$ cat config.mk
export PLATFORM = sky130hd
export DESIGN_NAME = mem_arbiter
export DESIGN_NICKNAME = d
export VERILOG_FILES = /design/src/rtl/pkt_sim_pkg.sv /design/src/rtl/mem_arbiter_burst_counter.sv /design/src/rtl/mem_arbiter.sv
export SDC_FILE = /design/constraint.sdc
export NUM_CORES = 1
export LEC_CHECK = 0
export ABC_AREA = 1
export CAP_MARGIN = 20
export CORE_AREA = 2 2 99 101
export DETAILED_ROUTE_END_ITERATION = 6
export DIE_AREA = 0 0 101 103
export PLACE_DENSITY = 0.68
export SYNTH_ARGS = -nofsm -noshare
export SYNTH_HDL_FRONTEND = slang
export SYNTH_SLANG_ARGS = --single-unit
$ cat constraint.sdc
create_clock -name clock -period 3.4 [get_ports clock]
set_clock_uncertainty 0.1 [all_clocks]
set_input_delay 0.34 -clock clock [delete_from_list [all_inputs] [get_ports clock]]
set_output_delay 0.34 -clock clock [all_outputs]
set_load 0.05 [all_outputs]
$ cat src/rtl/pkt_sim_pkg.sv
// Shared types for the scratchpad arbiter: FSM states, requester identities and small helpers.
package pkt_sim_pkg;

    localparam int COUNT_WIDTH = 8;

    typedef enum logic [1:0] {
        IDLE  = 2'd0,
        OWN_A = 2'd1,
        OWN_B = 2'd2
    } arb_state_t;

    typedef enum logic {
        OWNER_A = 1'b0,
        OWNER_B = 1'b1
    } owner_t;

    function automatic owner_t other_owner(input owner_t o);
        return (o == OWNER_A) ? OWNER_B : OWNER_A;
    endfunction

    function automatic arb_state_t own_state(input owner_t o);
        return (o == OWNER_A) ? OWN_A : OWN_B;
    endfunction

endpackage

$ cat src/rtl/mem_arbiter_burst_counter.sv
// Per-owner beat counter, saturating at the burst quota.
// at_limit flags that a beat accepted now would reach the quota.
module burst_counter
    import pkt_sim_pkg::*;
(
    input  logic                   clock,
    input  logic                   reset,
    input  logic                   clear,
    input  logic                   inc,
    input  logic [COUNT_WIDTH-1:0] limit,
    output logic                   at_limit
);

    logic [COUNT_WIDTH-1:0] count_reg;

    assign at_limit = ({1'b0, count_reg} + 9'd1) >= {1'b0, limit};

    // A clear that coincides with an accepted beat starts the new owner at one.
    always_ff @(posedge clock) begin
        if (!reset) begin
            count_reg <= '0;
        end else if (clear) begin
            count_reg <= inc ? COUNT_WIDTH'(1) : '0;
        end else if (inc && (count_reg < limit)) begin
            count_reg <= count_reg + COUNT_WIDTH'(1);
        end
    end

endmodule

$ cat src/rtl/mem_arbiter.sv
// Two-requester round-robin arbiter in front of a single-port scratchpad,
// with burst ownership, a fairness quota and one-cycle read return routing.
module mem_arbiter
    import pkt_sim_pkg::*;
#(
    parameter int DATA_WIDTH = 32,
    parameter int ADDR_WIDTH = 16,
    parameter int MAX_BURST  = 8
) (
    input  logic                  clock,
    input  logic                  reset,
    input  logic                  a_req,
    input  logic                  a_last,
    input  logic                  a_we,
    input  logic [ADDR_WIDTH-1:0] a_addr,
    input  logic [DATA_WIDTH-1:0] a_wdata,
    output logic                  a_gnt,
    output logic                  a_rvalid,
    output logic [DATA_WIDTH-1:0] a_rdata,
    input  logic                  b_req,
    input  logic                  b_last,
    input  logic                  b_we,
    input  logic [ADDR_WIDTH-1:0] b_addr,
    input  logic [DATA_WIDTH-1:0] b_wdata,
    output logic                  b_gnt,
    output logic                  b_rvalid,
    output logic [DATA_WIDTH-1:0] b_rdata,
    output logic                  mem_en,
    output logic                  mem_we,
    output logic [ADDR_WIDTH-1:0] mem_addr,
    output logic [DATA_WIDTH-1:0] mem_wdata,
    input  logic [DATA_WIDTH-1:0] mem_rdata
);

    localparam logic [COUNT_WIDTH-1:0] LIMIT = COUNT_WIDTH'(MAX_BURST);

    arb_state_t state_reg, state_next;
    owner_t     rr_reg, rr_next;
    logic       tag_valid_reg;
    owner_t     tag_owner_reg;

    logic                  grant_a, grant_b;
    owner_t                sel;
    logic                  sel_req, sel_last, sel_we, other_req;
    logic [ADDR_WIDTH-1:0] sel_addr;
    logic [DATA_WIDTH-1:0] sel_wdata;
    logic                  accepted, owning, release_now, at_limit;

    // Grant selection: IDLE arbitrates, an owner keeps the port while it requests.
    always_comb begin
        grant_a = 1'b0;
        grant_b = 1'b0;
        sel     = OWNER_A;
        case (state_reg)
            IDLE: begin
                if (a_req && (!b_req || rr_reg == OWNER_A)) begin
                    grant_a = 1'b1;
                    sel     = OWNER_A;
                end else if (b_req) begin
                    grant_b = 1'b1;
                    sel     = OWNER_B;
                end
            end
            OWN_A: begin
                sel     = OWNER_A;
                grant_a = a_req;
            end
            OWN_B: begin
                sel     = OWNER_B;
                grant_b = b_req;
            end
            default: ;
        endcase
    end

    assign sel_req   = (sel == OWNER_A) ? a_req   : b_req;
    assign sel_last  = (sel == OWNER_A) ? a_last  : b_last;
    assign sel_we    = (sel == OWNER_A) ? a_we    : b_we;
    assign sel_addr  = (sel == OWNER_A) ? a_addr  : b_addr;
    assign sel_wdata = (sel == OWNER_A) ? a_wdata : b_wdata;
    assign other_req = (sel == OWNER_A) ? b_req   : a_req;

    assign accepted    = grant_a | grant_b;
    assign owning      = (state_reg != IDLE);
    assign release_now = (accepted && (sel_last || (at_limit && other_req)))
                       || (owning && !sel_req);

    always_comb begin
        state_next = state_reg;
        rr_next    = rr_reg;
        if (release_now) begin
            rr_next    = other_owner(sel);
            state_next = other_req ? own_state(other_owner(sel)) : IDLE;
        end else if (accepted) begin
            state_next = own_state(sel);
        end
    end

    always_ff @(posedge clock) begin
        if (!reset) begin
            state_reg     <= IDLE;
            rr_reg        <= OWNER_A;
            tag_valid_reg <= 1'b0;
            tag_owner_reg <= OWNER_A;
        end else begin
            state_reg     <= state_next;
            rr_reg        <= rr_next;
            tag_valid_reg <= accepted && !sel_we;
            tag_owner_reg <= sel;
        end
    end

    burst_counter u_burst_counter (
        .clock    (clock),
        .reset    (reset),
        .clear    (release_now || !owning),
        .inc      (accepted && !release_now),
        .limit    (LIMIT),
        .at_limit (at_limit)
    );

    // Everything is gated by reset so nothing leaks out while it is held.
    assign a_gnt     = reset & grant_a;
    assign b_gnt     = reset & grant_b;
    assign mem_en    = reset & accepted;
    assign mem_we    = mem_en & sel_we;
    assign mem_addr  = mem_en ? sel_addr  : '0;
    assign mem_wdata = mem_en ? sel_wdata : '0;

    assign a_rvalid = reset & tag_valid_reg & (tag_owner_reg == OWNER_A);
    assign b_rvalid = reset & tag_valid_reg & (tag_owner_reg == OWNER_B);
    assign a_rdata  = a_rvalid ? mem_rdata : '0;
    assign b_rdata  = b_rvalid ? mem_rdata : '0;

endmodule

==> After elaboration in Yosys (flattened, before gate mapping) <==
Index checks and enable logic that the tools add are counted.
W data, S select, Z words.
{ "op_classes": {"div": 0, "reduce_logical": 20, "n_mux": 25, "shifts": 0, "eq_ne": 2, "n_lt_le_gt_ge": 2, "add_sub_neg": 2, "bitwise_logic": 10, "n_mul": 0} }
{ "op_table": {"columns": ["cell", "n"], "rows": [
  ["$mux W32", 4],
  ["$mux W16", 2],
  ["$mux W8", 2],
  ["$mux W2", 5],
  ["$add A8 B1 Y9 const B", 1],
  ["$ge A9 B4 Y1 const B", 1],
  ["$mux W1", 9],
  ["$add A8 B1 Y8 const B", 1],
  ["$lt A8 B4 Y1 const B", 1],
  ["$and A1 B1 Y1", 7],
  ["$logic_and A1 B1 Y1", 7],
  ["$pmux W1 S2", 3],
  ["$reduce_bool A2 Y1", 3],
  ["$logic_not A1 Y1", 5],
  ["$logic_or A1 B1 Y1", 4],
  ["$eq A2 B1 Y1 const B", 1],
  ["$eq A2 B2 Y1 const B", 1],
  ["$logic_not A2 Y1", 1],
  ["$not A1 Y1", 2],
  ["$or A1 B1 Y1", 1]
]} }
{ "totals": {"latch_bits": 0, "mem_bits_rw": 0, "mem_count": 0, "register_bits": 13, "output_inout_bits": 118, "rom_bits": 0} }

==> Depth between registers and ports, before layout <==
{ "depth": {"ltp_word": 15, "ltp_mapped": 15, "ltp_nobuf": 15} }

==> Modules after synthesis <==
From an unflattened synthesis, not the netlist that was laid out.
{ "hier_totals": {"hier_cells": 474, "area_unflattened_um2": 2397.3} }
{ "modules_own_cells": {"columns": ["module", "seq_area_each_um2", "cells_each", "area_per_inst_um2", "instances"], "rows": [
  ["mem_arbiter", 100.1, 335, 1492.7, 1],
  ["burst_counter", 160.2, 139, 904.6, 1]
]} }

==> Worst setup path before layout <==
Ideal clock, no wire load.
{ "synth_path": {"path_type": "input port to output port", "start": "input port reset", "end": "output port b_rdata[10]", "n_path_buf": 1, "t_arrival_ns": 2.749, "path_slack_ns": 0.211, "path_stages": 5, "cell_sequence": "inv_1 > nor3_1 > inv_1 > clkbuf_1 > nor2_1"} }
{ "synth_via": {"elab_chain_cells": 3} }
{ "synth_lines": {"columns": ["element", "line_no", "source"], "rows": [
  ["start: declaration", "mem_arbiter.sv:11", "input logic reset,"],
  ["$and A1 B1 Y1 (2 in series)", "mem_arbiter.sv:131", "assign b_rvalid = reset & tag_valid_reg & (tag_owner_reg == OWNER_B);"],
  ["net b_rvalid", "mem_arbiter.sv:26", "output logic b_rvalid,"],
  ["$mux W32", "mem_arbiter.sv:133", "assign b_rdata = b_rvalid ? mem_rdata : '0;"],
  ["end: declaration", "mem_arbiter.sv:27", "output logic [DATA_WIDTH-1:0] b_rdata,"]
]} }
The timed path passes the listed nets, and every way through them passes these cells.

==> Final worst setup path <==
{ "layout_path": {"start": "input port b_req", "end": "output port b_gnt"} }
{ "layout_via": {"elab_chain_cells": 6} }
{ "layout_lines": {"columns": ["element", "line_no", "source"], "rows": [
  ["start: declaration", "mem_arbiter.sv:20", "input logic b_req,"],
  ["$logic_not A1 Y1", "mem_arbiter.sv:56", "if (a_req && (!b_req || rr_reg == OWNER_A)) begin"],
  ["$logic_or A1 B1 Y1", "mem_arbiter.sv:56", null],
  ["$logic_and A1 B1 Y1", "mem_arbiter.sv:56", null],
  ["$mux W1", "mem_arbiter.sv:56", null],
  ["$pmux W1 S2 (*)", "mem_arbiter.sv:54", "case (state_reg)"],
  ["$and A1 B1 Y1 (*)", "mem_arbiter.sv:124", "assign b_gnt = reset & grant_b;"],
  ["end: declaration", "mem_arbiter.sv:25", "output logic b_gnt,"]
]} }
Mark *: on every way between the ends. The rest lies on a longest branch, timed or not.

==> tab_implementation.tex <==
\begin{tabular}{lr}
\hline
Metric & Value \\
\hline
\multicolumn{2}{l}{\textbf{Clock tree}} \\
\quad CTS H-tree depth & 1 \\
\quad Clk Latency, worst-skew pair & 0.25 ns \\
\quad Number of buffers inserted by hold repair at cts & 0 \\
\quad Number of buffers inserted during clock tree synthesis & 3 \\
\quad Post-cts repair resize count & 0 \\
\quad Clock tree root driver cell & sky130\_fd\_sc\_hd\_\_clkbuf\_8 \\
\quad Maximum root-to-sink buffer count & 2 \\
\quad Number of buffers inserted to repair setup after CTS & 0 \\
\quad CTS tree & yes \\
\quad Clock sink count & 13 \\
\quad Clock-pin transition on the worst setup and hold timing paths & 0.06 ns \\
\multicolumn{2}{l}{\textbf{Yosys}} \\
\quad Count of unique library cells instantiated by Yosys & 23 \\
\quad Post-synthesis net count & 531 \\
\quad Mapped cell area & 1883 µm² \\
\quad FFs w/ async S/R, synth & 0 \\
\quad Number of synthesis warnings & 0 \\
\quad Top\_reg\_cell synth & sky130\_fd\_sc\_hd\_\_dfxtp\_1 \\
\quad Cell count after synthesis & 393 \\
\quad Total of flip-flops plus latches after synthesis & 13 \\
\quad Number of synthesized flops with an enable pin & 0 \\
\quad Mapped Avg Cell Area & 4.791 µm² \\
\quad Fraction of the yosys area taken by sequential cells & 0.1382 \\
\multicolumn{2}{l}{\textbf{Power and ir drop}} \\
\quad Design Power & 0.002672 W \\
\quad Cell Pwr Density & 544.0 nW/µm² \\
\quad Switching share of total power & 0.5543 \\
\quad Total leakage power & 2.355 nW \\
\quad Maximum resistive drop on vdd & 0.2807 mV \\
\quad Sequential fraction of design power & 0.080 \\
\quad Relative contribution of the clock network to total power & 0.054 \\
\quad Combinational power share & 0.866 \\
\quad Internal power & 0.001191 W \\
\quad Switching power of the nets & 0.001481 W \\
\multicolumn{2}{l}{\textbf{Die}} \\
\quad Die height & 103 µm \\
\quad Initial core utilization & 0.1991 \\
\quad Core Box Area & 9459 µm² \\
\quad I/O Pins & 254 \\
\quad Placement Rows & 36 \\
\quad X dimension of the die & 101 µm \\
\quad Floorplan die area & 10400 µm² \\
\multicolumn{2}{l}{\textbf{Flow run}} \\
\quad Max-cap violation count & 0 \\
\multicolumn{2}{l}{\textbf{Global route}} \\
\quad Overflow left after global routing & 0 \\
\quad Maximum number of pins on one net before global-route repair & 52 \\
\quad Via count of the first global-routing pass & 2818 \\
\quad Wire length of the first global-routing pass & 13.34 mm \\
\quad Overall Global Routing Usage & 0.1581 \\
\quad Initial antenna violation count & 0 \\
\multicolumn{2}{l}{\textbf{Final layout}} \\
\quad Multi-input logic area & 1329 µm² \\
\quad Area taken by flip-flops and latches & 260.3 µm² \\
\quad Ratio of cells with drive above 1 in the final layout & 0.2199 \\
\quad Non-filler cells in the finished layout & 746 \\
\quad Filler cell count in the final layout & 937 \\
\quad Net total in the final layout & 771 \\
\quad Final core utilization & 0.5193 \\
\quad Final antenna diode count & 0 \\
\quad Layout Area Growth over Synthesis & 160.9\% \\
\quad Number of flip-flops under the largest register name & 8 \\
\multicolumn{2}{l}{\textbf{Drt}} \\
\quad Per-cell via count in the routed design & 4.339 \\
\quad DRC & 0 \\
\quad Total vias in the final route & 3237 \\
\quad Post-DRT Antenna Nets & 0 \\
\quad Iteration count of the initial detailed-routing pass & 4 \\
\quad Total routed wirelength & 9.521 mm \\
\quad Post-detailed-route wirelength per cell & 12.76 µm \\
\quad Starting DRC count in detailed routing & 142 \\
\multicolumn{2}{l}{\textbf{Critical path}} \\
\quad Critical path startpoint category & input pin \\
\quad Maximum net fanout on the critical path & 28 \\
\quad Kind of end point of the critical path & output pin \\
\quad CP required & 2.96 ns \\
\quad Class of the most critical setup path & in -> out \\
\quad Worst EP arrival & 2.40 ns \\
\multicolumn{2}{l}{\textbf{Timing}} \\
\quad TNS Setup & 0 ns \\
\quad Setup violators final & 0 \\
\quad Worst slew pin tran & 0.9223 ns \\
\quad Maximum operating frequency & 0.3518 GHz \\
\quad Unrepaired setup endpoints after global routing & false \\
\quad Minimum period implied by the final worst setup slack & 2.842 ns \\
\quad Hold violation count in the final report & 0 \\
\quad Tightest slew margin relative to the limit & 0.3845 \\
\quad Share of the clock period used by the worst path & 0.8359 \\
\quad Max Transition Viols Final & 0 \\
\quad Smallest hold slack & 0.4046 ns \\
\multicolumn{2}{l}{\textbf{Status}} \\
\quad Outcome & complete, no violations \\
\multicolumn{2}{l}{\textbf{Placed design}} \\
\quad Placed insts & 742 \\
\quad HPWL after detailed placement & 8.093 mm \\
\quad Routability cong. & 0.8189 \\
\quad Number of port buffers & 253 \\
\multicolumn{2}{l}{\textbf{Min path}} \\
\quad Worst min-delay path category & reg -> reg \\
\hline
\end{tabular}
## worst max-delay path: stages
cell and delay (ns):
sky130_fd_sc_hd__clkdlybuf4s50_1 0.49, sky130_fd_sc_hd__inv_1 0.08, sky130_fd_sc_hd__nor2_2 0.11, sky130_fd_sc_hd__o21ai_2 0.09
sky130_fd_sc_hd__o21ai_4 0.27, sky130_fd_sc_hd__nand2_2 0.11, sky130_fd_sc_hd__nor2_1 0.11, sky130_fd_sc_hd__clkdlybuf4s50_1 0.80
## cell usage in the layout (no fill, tap or decap), types with 3 or more instances in the layout
cell type	count
sky130_fd_sc_hd__nor3_1	3
sky130_fd_sc_hd__dfxtp_1	13
sky130_fd_sc_hd__a21oi_1	52
sky130_fd_sc_hd__nand2_2	5
sky130_fd_sc_hd__clkbuf_8	3
sky130_fd_sc_hd__o21ai_0	3
sky130_fd_sc_hd__inv_1	53
sky130_fd_sc_hd__buf_4	66
sky130_fd_sc_hd__clkdlybuf4s50_1	139
sky130_fd_sc_hd__buf_12	52
sky130_fd_sc_hd__nand2_1	127
sky130_fd_sc_hd__a21oi_2	3
sky130_fd_sc_hd__nand3_1	12
sky130_fd_sc_hd__nand4_1	4
sky130_fd_sc_hd__nor2_1	83
## worst paths after layout
path / startpoint / to / slack (ns) / depth (start not counted)
worst max-delay path: b_req / b_gnt / 0.56 / 8
worst min register to register: rr_reg$_SDFFE_PN0P_ / rr_reg$_SDFFE_PN0P_ / 0.40 / 2
worst max register to register: state_reg[1]$_SDFFE_PN0P_ / state_reg[1]$_SDFFE_PN0P_ / 1.03 / 12
worst min-delay path: rr_reg$_SDFFE_PN0P_ / rr_reg$_SDFFE_PN0P_ / 0.40 / 2
## power groups by stage
stage / Clock [W] / Combinational (W) / Sequential, W
after floorplan: 0 / 0.00130 / 0.000206
after global placement: 0 / 0.00230 / 0.000214
after detailed placement: 0 / 0.00233 / 0.000216
after CTS: 0.000147 / 0.00234 / 0.000213
after global routing: 0.000154 / 0.00246 / 0.000220
final: 0.000143 / 0.00231 / 0.000215
## stage by stage
step / area, µm² / worst slack, ns
final: 4912 / 0.5578
after floorplan: 1883 / 0.2108
after detailed placement: 4866 / 0.5350
after CTS: 4912 / 0.5334
after global placement: 4866 / 0.5287
after global routing: 4912 / 0.3355
## synthesized netlist by cell type, types with 3 or more instances
cell                         n  area share
sky130_fd_sc_hd__a21oi_1    52        0.14
sky130_fd_sc_hd__a21oi_2     3       0.014
sky130_fd_sc_hd__buf_2       6       0.016
sky130_fd_sc_hd__clkbuf_1   14       0.028
sky130_fd_sc_hd__dfxtp_1    13        0.14
sky130_fd_sc_hd__inv_1      53        0.11
sky130_fd_sc_hd__nand2_1   128        0.26
sky130_fd_sc_hd__nand2_2     4       0.013
sky130_fd_sc_hd__nand3_1    12       0.032
sky130_fd_sc_hd__nand4_1     4       0.013
sky130_fd_sc_hd__nor2_1     83        0.17
sky130_fd_sc_hd__nor3_1      3      0.0080
sky130_fd_sc_hd__o21ai_0     3      0.0080
sky130_fd_sc_hd__o21ai_2     3       0.014
## per-layer routing
metal | global-route usage | up-vias | routed length (µm)
met1 | 0.1642 | 1414 | 3385
met5 | 0 | - | 0
met4 | 0.01559 | 0 | 61
met2 | 0.3185 | 152 | 5166
li1 | - | 1665 | -
met3 | 0.05085 | 6 | 908
## logic make-up (layout without fill, tap and decap cells)
family,after synthesis,count (layout),synth area share
buf+inv,77,316,0.1615
compound gates,62,62,0.1767
xor+xnor,1,1,0.004652
flops,13,13,0.1382
simple gates,238,238,0.5056
fa+ha+maj,2,2,0.01329
## final cells by class
type / instances / share of cell area
sequential: 13 / 0.05298
inverter: 55 / 0.04203
timing repair buffer: 257 / 0.5960
clock buffer: 3 / 0.008406
multi-input combinational: 303 / 0.2705
clock inverter: 1 / 0.001019
tap: 114 / 0.02904
Power figures use the tool's default switching activity.
